## src/rtl/adc_spi_responder.sv

```systemverilog
// Device-side SPI responder standing in for the 12-bit, 8-channel serial ADC.
// Optional feature: define ADC_RESP_RAMP_EN to auto-increment the sample read by each completed frame.

module adc_sample_reg #(
  parameter int SAMPLE_W = 12
) (
  input  logic                clk,
  input  logic                reset_n,
  input  logic                ld,
  input  logic [SAMPLE_W-1:0] ld_val,
  output logic [SAMPLE_W-1:0] q
);
  always_ff @(posedge clk or negedge reset_n) begin
    if (!reset_n)  q <= '0;
    else if (ld)   q <= ld_val;
  end
endmodule

module adc_spi_responder #(
  parameter int          FRAME_BITS = 16,
  parameter logic [2:0]  RESET_ADDR = 3'd0,
  parameter logic [11:0] RAMP_STEP  = 12'd1
) (
  input  logic        clk,
  input  logic        reset_n,
  input  logic        cs_n,
  input  logic        mosi,
  output logic        miso,
  input  logic        wr_en,
  input  logic [2:0]  wr_chan,
  input  logic [11:0] wr_data,
  output logic [15:0] ast_source_data,
  output logic        ast_source_valid,
  output logic [1:0]  ast_source_error
);
  localparam int NUM_CH   = 8;
  localparam int SAMPLE_W = 12;
  localparam logic [4:0] LAST_CNT = 5'(FRAME_BITS - 1);

  typedef enum logic [1:0] {IDLE, SHIFT, HOLD} state_t;

  state_t      state;
  logic [2:0]  addr;
  logic [15:0] tx_shift, rx_shift;
  logic [4:0]  bit_cnt;
  logic        overrun;

  logic [NUM_CH-1:0][SAMPLE_W-1:0] sample_q, sample_nxt;
  logic [15:0] rx_word;
  logic        complete;
  logic [2:0]  addr_new;

  assign rx_word  = {rx_shift[14:0], mosi};
  assign complete = (state == SHIFT) && !cs_n && (bit_cnt == LAST_CNT);
  assign addr_new = rx_word[15] ? rx_word[12:10] : addr;
  assign miso     = !cs_n && tx_shift[15];

  // sample_nxt is the post-edge view of each channel, so reloads see write-through and ramp.
  for (genvar i = 0; i < NUM_CH; i++) begin : g_ch
    logic                wr_hit, ld;
    logic [SAMPLE_W-1:0] ld_val;
    assign wr_hit = wr_en && (wr_chan == 3'(i));
`ifdef ADC_RESP_RAMP_EN
    logic inc;
    assign inc    = complete && (addr == 3'(i)) && !wr_hit;
    assign ld     = wr_hit || inc;
    assign ld_val = wr_hit ? wr_data : sample_q[i] + RAMP_STEP;
`else
    assign ld     = wr_hit;
    assign ld_val = wr_data;
`endif
    assign sample_nxt[i] = ld ? ld_val : sample_q[i];

    adc_sample_reg #(.SAMPLE_W(SAMPLE_W)) u_smp (
      .clk    (clk),
      .reset_n(reset_n),
      .ld     (ld),
      .ld_val (ld_val),
      .q      (sample_q[i])
    );
  end

  always_ff @(posedge clk or negedge reset_n) begin
    if (!reset_n) begin
      state            <= IDLE;
      addr             <= RESET_ADDR;
      tx_shift         <= {1'b0, RESET_ADDR, 12'h000};
      rx_shift         <= '0;
      bit_cnt          <= '0;
      overrun          <= 1'b0;
      ast_source_data  <= '0;
      ast_source_valid <= 1'b0;
      ast_source_error <= 2'b00;
    end else begin
      ast_source_valid <= 1'b0;
      case (state)
        IDLE: if (!cs_n) begin
          rx_shift <= rx_word;
          tx_shift <= {tx_shift[14:0], 1'b0};
          bit_cnt  <= 5'd1;
          state    <= SHIFT;
        end
        SHIFT: begin
          if (cs_n) begin
            ast_source_valid <= 1'b1;
            ast_source_error <= 2'b01;
            ast_source_data  <= rx_shift;
            tx_shift         <= {1'b0, addr, sample_nxt[addr]};
            state            <= IDLE;
          end else if (complete) begin
            rx_shift         <= rx_word;
            bit_cnt          <= bit_cnt + 5'd1;
            ast_source_valid <= 1'b1;
            ast_source_error <= 2'b00;
            ast_source_data  <= rx_word;
            addr             <= addr_new;
            tx_shift         <= {1'b0, addr_new, sample_nxt[addr_new]};
            state            <= HOLD;
          end else begin
            rx_shift <= rx_word;
            tx_shift <= {tx_shift[14:0], 1'b0};
            bit_cnt  <= bit_cnt + 5'd1;
          end
        end
        HOLD: begin
          // tx_shift[15] is zero after reload, so miso stays low while cs_n lingers.
          if (!cs_n) overrun <= 1'b1;
          else begin
            if (overrun) begin
              ast_source_valid <= 1'b1;
              ast_source_error <= 2'b10;
            end
            overrun <= 1'b0;
            state   <= IDLE;
          end
        end
        default: state <= IDLE;
      endcase
    end
  end
endmodule

```

## config.mk

```make
export PLATFORM = sky130hd
export DESIGN_NAME = adc_spi_responder
export DESIGN_NICKNAME = d
export VERILOG_FILES = /design/src/rtl/adc_spi_responder.sv
export SDC_FILE = /design/constraint.sdc
export NUM_CORES = 1
export LEC_CHECK = 0
export ABC_AREA = 1
export BUFFER_PORTS_ARGS = -buffer_cell sky130_fd_sc_hd__buf_2
export CAP_MARGIN = 20
export CORE_MARGIN = 2
export CORE_UTILIZATION = 40
export CTS_CLUSTER_SIZE = 20
export DETAILED_ROUTE_END_ITERATION = 8
export PLACE_DENSITY_LB_ADDON = 0.1
export SLEW_MARGIN = 15
export SYNTH_ARGS = -nofsm -noshare
export SYNTH_HDL_FRONTEND = slang
export SYNTH_HIERARCHICAL = 1
export SYNTH_SLANG_ARGS = --single-unit
```

## constraint.sdc

```tcl
create_clock -name clk -period 4.4 [get_ports clk]
set_input_delay 0.44 -clock clk [delete_from_list [all_inputs] [get_ports clk]]
set_output_delay 0.44 -clock clk [all_outputs]
set_load 0.05 [all_outputs]
```

==> metrics.md <==
| Metric | Value |
|---|---|
| Initial DRC Count | 1180 |
| First-pass GRT wire length | 50430 um |
| Dominant cells by area after synthesis | dfrtp_1, nand2_1, nand3_1 |
| Crit Path Max Fanout | 14 |
| Die Span X | 158.6 um |
| Sw Share | 45.51% |
| Pleak | roughly 5.2 nW |
| Global-route track usage on met1 | 38.61% |
| Worst slew pin tran | around 950 ps |
| Psw | about 2.9 mW |
| H-tree depth | 4 |
| Fmax | ~0.35 GHz |
| CTS Buf Count | 17 |
| Hold Path Class | in2async |
| DRT Pass-1 Iters | 8 |
| Clk network pwr share | 24.4% |
| Multiplexer share of the synthesized area | 0% |
| Final Hold Fails | 0 |
| Hold_buf cts | 0 |
| Gr busiest metal | met2 |
| R2R setup slack | 1510 ps |
| M2 GR Usage | between 30% and 40% |
| Pwr Density | 603.7 mW/mm2 |
| CTS tree | built |
| CTS Buffer Depth | 2 |
| Compound-Gate Fraction of Synth Area | under 10% |
| Largest family of logic cells by synthesized area | simple AND/OR/NAND/NOR gates |
| Commonest non-fill, non-tap cell in the layout | nand2_1 |
| Routed WL | 31790 um |
| Area of the die | 0.02516 mm2 |
| Post-Synth Adder-Cell Area | less than 1% |
| Syn Nets | 1442 |
| Initial Utilization | 40.74% |
| Vias per cell | 5.363 |
| Synth top area share | 41.35% |
| Core area | 0.02347 mm2 |
| Synth Register Bits | 158 |
| Synthesized instance count | between 1000 and 1500 |
| Cell Area, Synth | between 0.009 and 0.01 mm2 |
| Clock skew | 13.23 ps |
| Final Slew Violations | 0 |
| Largest net degree at the start of global routing | 88 |
| Setup bufs post-CTS | 0 |
| Endpoint class of the critical path | flop |
| Int Pwr | 3.418 mW |
| Mapped Avg Cell Area | 6.748 um2 |
| Unrepaired setup endpoints after global routing | false |
| Startpoint types | flop |
| Ys Warns | 6 |
| Synth unique cells | 32 |
| Max-Cap Viols | 0 |
| Final nets | 1423 |
| Antenna cells | 0 |
| Root Buffer | clkbuf_16 |
| Synth Area in Simple Gates | 44.46% |
| Gr usage total | 26.44% |
| DRT antenna net count | 0 |
| Detailed-route DRC error count | 0 |
| Slew margin rel. | 36.18% |
| Die Ht | 158.6 um |
| Post-DP HPWL | 21170 um |
| Seq/Total Area, Yosys | between 40% and 50% |
| Worst flop-to-flop path startpoint | state[1] |
| Global route total overflow | 0 |
| FILL cells | between 2000 and 3000 |
| CP required | about 4700 ps |
| Largest area contributor in the netlist | dfrtp_1 |
| Placed cells | 1698 |
| Footprint of the multi-input gates | a little under 0.005 mm2 |
| Post-cts sizing count | 0 |
| Setup tns final | 0 ps |
| Antenna violations before repair | 0 |
| Most frequent cells in the layout | nand2_1, nand3_1, dfrtp_1, nor2_1, buf_2 |
| Area Growth Syn to Fin | 8.689% |
| Clock sink count | 158 |
| Post-route minimum period | 2889 ps |
| Maximum vdd drop | ~280 uV |
| Post-route cell area | approximately 0.010 mm2 |
| Worst-Skew Late Latency | 440 ps |
| GRT met3 Usage | 5.389% |
| Fraction of layout cells with a size suffix above 1 | 8.292% |
| Worst path arrival time | 3220 ps |
| Cells on worst reg2reg path | 13 |
| Area post-placement | between 0.009 and 0.01 mm2 |
| Kind of critical path | reg2reg |
| Combinational Power Share | 41.7% |
| Vias in the first global route | 8601 |
| Post-Synth XOR/XNOR Area | less than 1% |
| Register area | 0.003954 mm2 |
| Fin crit share | 65.67% |
| DR vias | 9278 |
| Drt wl/cell | 18.38 um |
| Sequential fraction of design power | 33.9% |
| IO Count | 40 |
| Final GP Congestion | around 0.91 |
| Non-filler instance count after layout | about 1700 |
| Status | complete, no violations |
| Reg-to-Reg End | tx_shift[3] |
| Clock-pin slew on the worst setup and hold paths | 80 ps |
| Row Count | 56 |
| Setup violations, final | 0 |
| # port buffers | 39 |
## registers in the layout (all words and copies together), names as in the netlist, 2 cells and up
signal,flops
state,2
tx_shift,16
ast_source_data,16
addr,3
ast_source_error,2
g_ch.u_smp/q,96
rx_shift,16
bit_cnt,5
## power by group through the flow
| stage | clock network (mW) | registers [mW] | logic (mW) |
|---|---|---|---|
| after floorplan | 0 | 2.36 | 1.65 |
| after global placement | 0 | 2.14 | 2.59 |
| after detailed placement | 0 | 2.15 | 2.59 |
| after CTS | 1.56 | 2.13 | 2.60 |
| after global routing | 1.62 | 2.19 | 2.91 |
| final | 1.53 | 2.13 | 2.62 |
## cell type report
type,count,area share (%)
clock buffer,17,4.093
clock inverter,15,1.818
inverter,46,1.661
multi-input combinational,1119,47.38
sequential,158,38.04
tap,319,3.841
timing repair buffer,56,3.166
## layer usage
metal	routed length, um	part of all wire (%)	vias to the layer above
li1	-	-	4584
met1	15080	47	4275
met2	13730	43	379
met3	2408	7.6	40
met4	569	1.8	0
met5	0	0	-
## synth_stat cells
cell / n
o21ai_1: 15
nand2_4: 1
inv_2: 14
a21oi_1: 23
o21ai_2: 1
o21a_1: 1
buf_4: 17
o22ai_1: 3
inv_1: 30
nor2_4: 4
o31ai_1: 1
nand4_1: 2
xor2_1: 1
nand2_2: 2
nand3_1: 322
nor2_1: 51
a21oi_2: 1
buf_2: 27
nand2_1: 624
clkbuf_2: 1
buf_1: 7
o21ai_0: 32
dfrtp_1: 158
clkinv_1: 2
nor2_2: 4
a22o_1: 1
ha_1: 5
clkbuf_1: 31
buf_6: 11
a31oi_1: 16
o211ai_1: 8
a21boi_0: 1
## stage by stage
step / util (%) / setup slack, ps / hold slack [ps] / total power, mW
4_1_cts: 44.28 / 1517 / 102.6 / 6.295
3_3_place_gp: 41.66 / 1509 / 450.1 / 4.734
2_1_floorplan: - / 2280 / 144.4 / 4.009
3_5_place_dp: 41.66 / 1535 / 458.7 / 4.747
6_report: 44.28 / 1511 / 72.50 / 6.274
5_1_grt: 44.28 / 1252 / 144.2 / 6.724
## worst max path at each step
stage | start | endpoint | slack (ps) | depth (start not counted)
2_1_floorplan | cs_n | miso | 2280 | 4
3_3_place_gp | state[1] | tx_shift[4] | 1510 | 13
3_5_place_dp | state[1] | tx_shift[4] | 1530 | 13
4_1_cts | state[1] | tx_shift[1] | 1520 | 13
5_1_grt | state[1] | tx_shift[1] | 1250 | 13
6_report | state[1] | tx_shift[3] | 1510 | 13
## cells by family (layout without fill, tap and decap cells)
| group | count (synthesis) | after routing |
|---|---|---|
| simple gates | 1010 | 1010 |
| flops | 158 | 158 |
| buf+inv | 140 | 134 |
| compound gates | 103 | 103 |
| fa+ha+maj | 5 | 5 |
| xor+xnor | 1 | 1 |
## worst max-delay path: stages, from the launching register on
cell	delay [ps]
dfrtp_1	380
inv_1	100
ha_1	540
inv_2	180
nor2_4	180
inv_2	70
nor2_2	210
inv_2	110
nor2_2	470
nand3_1	140
nand2_1	140
o21ai_1	80
nand2_1	110
nand2_1	50
Note: power is estimated with default switching activity, not from simulation.
